File: src/rtl/spi_mem_slave_if.sv
// spi_mem_slave_if: serial link between the SPI master and the memory responder.
//
// Signals
//   cs       master -> slave  chip select, active low
//   mosi     master -> slave  serial frame data, LSB first
//   miso     slave  -> master serial read data, LSB first
//   ready    slave  -> master one-cycle pulse; read byte follows on miso
//   op_done  slave  -> master one-cycle pulse; write frame committed
//
// Handshake: there is no backpressure on this link. A frame is framed by cs
// low; the responder consumes one mosi bit per clock after a one-cycle skip.
// ready and op_done are single-cycle strobes that the master must observe on
// the cycle they are high; ready is followed immediately by eight miso bits.
interface spi_mem_slave_if;
  logic cs;
  logic mosi;
  logic miso;
  logic ready;
  logic op_done;

  modport master (
    output cs,
    output mosi,
    input  miso,
    input  ready,
    input  op_done
  );

  modport slave (
    input  cs,
    input  mosi,
    output miso,
    output ready,
    output op_done
  );
endinterface

File: src/rtl/spi_mem_slave.sv
// spi_mem_slave: serial memory responder on the far end of the SPI master link.
//
// Deserializes frames from mosi while cs is low and stores bytes in a
// DEPTH x 8 register array.
//   Write frame (17 bits): bit0=1, bits1-8 addr[7:0], bits9-16 data[7:0]
//   Read frame  (8 bits) : bit0=0, bits1-7 addr[6:0]
// A read answers with a one-cycle ready pulse followed by eight data bits on
// miso, LSB first. Out-of-range writes are dropped (op_done still pulses),
// out-of-range reads return 0x00.
//
// Ports
//   clk          single clock, rising edge
//   rstn         asynchronous active-low reset (clears memory too)
//   bus          spi_mem_slave_if.slave (cs, mosi, miso, ready, op_done)
//   o_dbg_state  current FSM state, for observation only
module spi_mem_slave #(
  parameter int DEPTH = 32
) (
  input  logic              clk,
  input  logic              rstn,
  spi_mem_slave_if.slave    bus,
  output logic [2:0]        o_dbg_state
);

  localparam int         AW      = (DEPTH > 1) ? $clog2(DEPTH) : 1;
  localparam logic [8:0] DEPTH_W = 9'(DEPTH);

  localparam logic [2:0] IDLE     = 3'd0;
  localparam logic [2:0] GET_MODE = 3'd1;
  localparam logic [2:0] RX_WRITE = 3'd2;
  localparam logic [2:0] COMMIT   = 3'd3;
  localparam logic [2:0] RX_ADDR  = 3'd4;
  localparam logic [2:0] FETCH    = 3'd5;
  localparam logic [2:0] TX       = 3'd6;

  logic [2:0]  r_state;
  logic [4:0]  r_cnt;
  logic [15:0] r_shift;
  logic [7:0]  r_tx;
  logic        r_miso;
  logic        r_ready;
  logic        r_op_done;
  logic [7:0]  r_mem [DEPTH];

  logic [7:0]    w_addr;
  logic [7:0]    w_data;
  logic          w_in_range;
  logic [AW-1:0] w_idx;

  // The write frame carries an 8-bit address in shift[7:0]; the read frame
  // only 7 bits, landing in shift[6:0] and zero-extended.
  assign w_addr     = (r_state == COMMIT) ? r_shift[7:0] : {1'b0, r_shift[6:0]};
  assign w_data     = r_shift[15:8];
  assign w_in_range = ({1'b0, w_addr} < DEPTH_W);
  assign w_idx      = w_addr[AW-1:0];

  always_ff @(posedge clk or negedge rstn) begin
    if (!rstn) begin
      r_state   <= IDLE;
      r_cnt     <= '0;
      r_shift   <= '0;
      r_tx      <= '0;
      r_miso    <= 1'b0;
      r_ready   <= 1'b0;
      r_op_done <= 1'b0;
      for (int i = 0; i < DEPTH; i++) begin
        r_mem[i] <= '0;
      end
    end else begin
      // Strobes are high for exactly the one cycle after the state that sets them.
      r_ready   <= 1'b0;
      r_op_done <= 1'b0;
      case (r_state)
        IDLE: begin
          r_miso <= 1'b0;
          r_cnt  <= '0;
          // The edge that first sees cs low carries stale mosi; it is the skip cycle.
          if (!bus.cs) begin
            r_state <= GET_MODE;
          end
        end
        GET_MODE: begin
          r_cnt   <= '0;
          r_shift <= '0;
          if (bus.cs) begin
            r_state <= IDLE;
          end else begin
            r_state <= bus.mosi ? RX_WRITE : RX_ADDR;
          end
        end
        RX_WRITE: begin
          if (bus.cs) begin
            r_state <= IDLE;
            r_cnt   <= '0;
          end else begin
            r_shift[r_cnt[3:0]] <= bus.mosi;
            if (r_cnt == 5'd15) begin
              r_cnt   <= '0;
              r_state <= COMMIT;
            end else begin
              r_cnt <= r_cnt + 5'd1;
            end
          end
        end
        COMMIT: begin
          if (w_in_range) begin
            r_mem[w_idx] <= w_data;
          end
          r_op_done <= 1'b1;
          r_cnt     <= '0;
          r_state   <= IDLE;
        end
        RX_ADDR: begin
          if (bus.cs) begin
            r_state <= IDLE;
            r_cnt   <= '0;
          end else begin
            r_shift[r_cnt[3:0]] <= bus.mosi;
            if (r_cnt == 5'd6) begin
              r_cnt   <= '0;
              r_state <= FETCH;
            end else begin
              r_cnt <= r_cnt + 5'd1;
            end
          end
        end
        FETCH: begin
          r_tx    <= w_in_range ? r_mem[w_idx] : 8'h00;
          r_ready <= 1'b1;
          r_cnt   <= '0;
          r_state <= TX;
        end
        TX: begin
          // Counts 0..7 drive data bits; count 8 parks miso low and finishes.
          if (r_cnt == 5'd8) begin
            r_miso  <= 1'b0;
            r_cnt   <= '0;
            r_state <= IDLE;
          end else begin
            r_miso <= r_tx[r_cnt[2:0]];
            r_cnt  <= r_cnt + 5'd1;
          end
        end
        default: begin
          r_cnt   <= '0;
          r_state <= IDLE;
        end
      endcase
    end
  end

  assign bus.miso    = r_miso;
  assign bus.ready   = r_ready;
  assign bus.op_done = r_op_done;
  assign o_dbg_state = r_state;

endmodule

File: src/flat_wrapper.sv
// flat-port wrapper written by rule: the top's interface ports become plain ports
module spi_mem_slave_flat 
#(
  parameter int DEPTH = 32
)
  (clk, rstn, o_dbg_state, bus_cs, bus_mosi, bus_miso, bus_ready, bus_op_done);
  spi_mem_slave_if bus_i ();
  input  logic clk;
  input  logic rstn;
  output logic [2:0] o_dbg_state;
  input wire logic [$bits(bus_i.cs)-1:0] bus_cs;
  input wire logic [$bits(bus_i.mosi)-1:0] bus_mosi;
  output wire logic [$bits(bus_i.miso)-1:0] bus_miso;
  output wire logic [$bits(bus_i.ready)-1:0] bus_ready;
  output wire logic [$bits(bus_i.op_done)-1:0] bus_op_done;
  assign bus_i.cs = bus_cs;
  assign bus_i.mosi = bus_mosi;
  assign bus_miso = bus_i.miso;
  assign bus_ready = bus_i.ready;
  assign bus_op_done = bus_i.op_done;
  spi_mem_slave #(.DEPTH(DEPTH)) u_core (.clk(clk), .rstn(rstn), .bus(bus_i), .o_dbg_state(o_dbg_state));
endmodule
File: config.mk
export PLATFORM = sky130hd
export DESIGN_NAME = spi_mem_slave_flat
export DESIGN_NICKNAME = d
export VERILOG_FILES = /design/src/rtl/spi_mem_slave_if.sv /design/src/rtl/spi_mem_slave.sv /design/src/flat_wrapper.sv
export SDC_FILE = /design/constraint.sdc
export NUM_CORES = 1
export LEC_CHECK = 0
export ABC_AREA = 1
export BUFFER_PORTS_ARGS = -buffer_cell sky130_fd_sc_hd__buf_2
export CORE_AREA = 2 2 169 237
export CTS_CLUSTER_SIZE = 28
export DETAILED_ROUTE_END_ITERATION = 10
export DIE_AREA = 0 0 171 239
export MAX_ROUTING_LAYER = met4
export SLEW_MARGIN = 25
export SYNTH_ARGS = -nofsm -noshare
export SYNTH_HDL_FRONTEND = slang
export SYNTH_SLANG_ARGS = --single-unit
File: constraint.sdc
create_clock -name clk -period 1.78 [get_ports clk]
set_input_delay 0.267 -clock clk [delete_from_list [all_inputs] [get_ports clk]]
set_output_delay 0.267 -clock clk [all_outputs]
set_load 0.01 [all_outputs]
==> metrics.txt <==
Clock Skew 0.0110 ns; antenna violations before repair 0; Fin. Hold Viols 0; pin count of the biggest net entering global routing 69; syn_area_per_cell 7.78 um^2; first-pass GRT wire length 65.6 mm; Max Cap Violations 0; Async SR Flop Fraction 100%; RSZ-0062 raised after global routing true; H-tree depth 1; GRT overflow 0; gr usage total 21.0%; gpl congestion 0.965; Synth Register Bits 291; # rows 86; CP endpoint kind flop; TritonCTS clock tree built; First-pass DRT Iterations 5; clock buffer depth 3; critical path class reg2reg; Ys Warns 0; Clock Sinks 291; Worst Hold Class in2reg; Vias/cell 4.84; average wire per standard cell 16.5 um; NumNets Final 2049; vias in the first global route 11900; chip height 239 um; Crit Path Max Fanout 8; Die Wd 171 um; Max IR drop VDD 1.05 mV; layout cells sized above 1 21.5%; n_diodes 0; distinct cell type count after synthesis 36; final antenna-violating net count 0; Root Buffer clkbuf_16; synth top area cells dfrtp_1, nand2_1, o21ai_2; Critical Path Source Type flop; Slew @ Worst Pin 0.377 ns; area share of the largest cell type after synthesis 47.4%; die area 40900 um^2; period utilization 100%; PwrDens 1060 nW/um^2; Initial Util 39.5%; dpl hpwl 27.5 mm; 1st-iter DRT viols 781; Clock transition at path regs 0.06 ns; synth-to-layout area growth 18.9%; final setup vio count 0; worst reg2reg path depth 9; clock latency at the later pin of the worst-skew pair 0.56 ns; WP data arrival 2.22 ns; WHS Path Cells 4; drt total wl 42.7 mm; Final Util 46.9%; via count 12500; min Tclk post-route 1.78 ns; status finished clean; Synth Cell Area 15400 um^2; number of synthesized flops with an enable pin 0; Slew HR 74.9%; synthesized net count 1986; fmax 562 MHz; Seq/Total Area, Yosys 47.4%; most used flip-flop cell after synthesis dfrtp_1; Slew Limit Fails 0; total I/O pin count 10; CTS Buf Count 29; Pleak 8.71 nW; Total Neg Setup Slack 0 ns; Crit path required time 2.22 ns; largest area contributor in the netlist dfrtp_1; Post-route DRC 0; Cells after Synth 1977; IO Port Bufs 9; core area 39000 um^2
[final cells by class]
cell class,instances,area (um^2)
well taps,528,661
repair buffers,124,1410
clock inverters,12,140
multi-input cells,1360,7040
flip-flops and latches,291,7290
fillers,3862,20700
clock buffers,39,833
inverters,234,896
[cell usage after synthesis (all sizes together) (2+ instances only)]
cell    count
nand3      16
nand2     811
buf        66
a21oi      14
inv       234
clkbuf     35
o22ai       2
nor2      179
dfrtp     291
o21ai     305
ha          5
nor3       10
[cell families after synthesis]
logic type,after synthesis,share of synthesized area (%)
AOI/OAI and AO/OA,326,13.7
xor gates and xnor gates,2,0.114
adders and majority gates,5,0.407
buffers and inverters,335,10.1
DFF,291,47.4
and+or+nand+nor,1018,28.3
[routing by layer]
metal	wire length (um)	vias up	track usage, %
li1	-	6207	-
met1	18000	6014	25.2
met2	22100	237	37.2
met3	1350	62	1.75
met4	1250	0	6.75
met5	0	-	-
[metrics by stage]
| stage | hold slack [ns] | total power [mW] | instance area, um^2 | cells | worst slack [ns] |
|---|---|---|---|---|---|
| global route | 0.0681 | 20.3 | 18300 | 2588 | -0.0873 |
| CTS | 0.0517 | 18.9 | 17400 | 2553 | -0.00458 |
| floorplan | -0.0286 | 10.2 | 15400 | 1977 | 0.117 |
| global placement | 0.141 | 12.4 | 16400 | 2499 | -0.0517 |
| finish | 0.0605 | 19.3 | 18300 | 2588 | 0.000790 |
| detailed placement | 0.143 | 12.5 | 16400 | 2499 | -0.0452 |
[sequential cells by signal, summed over array words and instances, names as in the netlist]
name,count
u_core.r_mem,256
u_core.r_shift,16
u_core.r_tx,8
u_core.r_cnt,5
u_core.o_dbg_state,3
u_core.bus.miso,1
u_core.bus.op_done,1
u_core.bus.ready,1
[worst max-delay path, stage by stage (launching register included)]
cell     delay (ns)
dfrtp_1        0.42
inv_2          0.10
nor3_4         0.28
nand2_8        0.14
buf_12         0.18
nor2_8         0.12
buf_12         0.18
nand2_8        0.09
nand2_1        0.10
o21ai_2        0.05
[where the power goes]
part | leakage, nW | switching [mW] | total, mW | internal (mW)
Clock | 0.481 | 2.64 | 6.33 | 3.69
Combinational | 4.18 | 3.86 | 6.09 | 2.22
Sequential | 4.05 | 0.141 | 6.89 | 6.75
[path summary, 6_finish.rpt]
check / startpoint / slack (ns) / endpoint
max in group asynchronous: rstn / 0.97 / u_core.r_mem[211]
hold / removal: bus_cs / 0.06 / u_core.o_dbg_state[2]
hold reg to reg: u_core.r_mem[139] / 0.48 / u_core.r_mem[139]
min in group asynchronous: rstn / 0.15 / u_core.r_mem[240]
setup reg to reg: u_core.o_dbg_state[0] / 0.0008 / u_core.r_mem[164]
setup / recovery: u_core.o_dbg_state[0] / 0.0008 / u_core.r_mem[164]
[timing repair]
| action | CTS | global route |
|---|---|---|
| cloned | 0 | 11 |
| resized for setup | 9 | 112 |
| hold buffers | 1 | 0 |
| setup endpoints to repair | 44 | 240 |
| pin swaps | 1 | 23 |
| setup buffers | 2 | 24 |
| hold endpoints to repair | 291 | 0 |
[placed cells by master (no fill, tap or decap), types with 5 or more instances in the layout]
cell type    n
nand2_8     20
nand3_1     13
o21ai_0     43
nand2_2     46
nor2_1     165
nand2_4     31
clkbuf_8     7
o21ai_1    133
inv_2        9
ha_1         5
buf_12      33
clkinv_2     7
inv_1      217
o21ai_2    129
a21oi_1     13
nand2_1    723
nor3_4       7
dfrtp_1    285
buf_4       68
clkbuf_16   31
buf_6       11
nor2_8       8
dfrtp_2      5
buf_2        8
No activity file was read; power rests on OpenSTA's default activity.
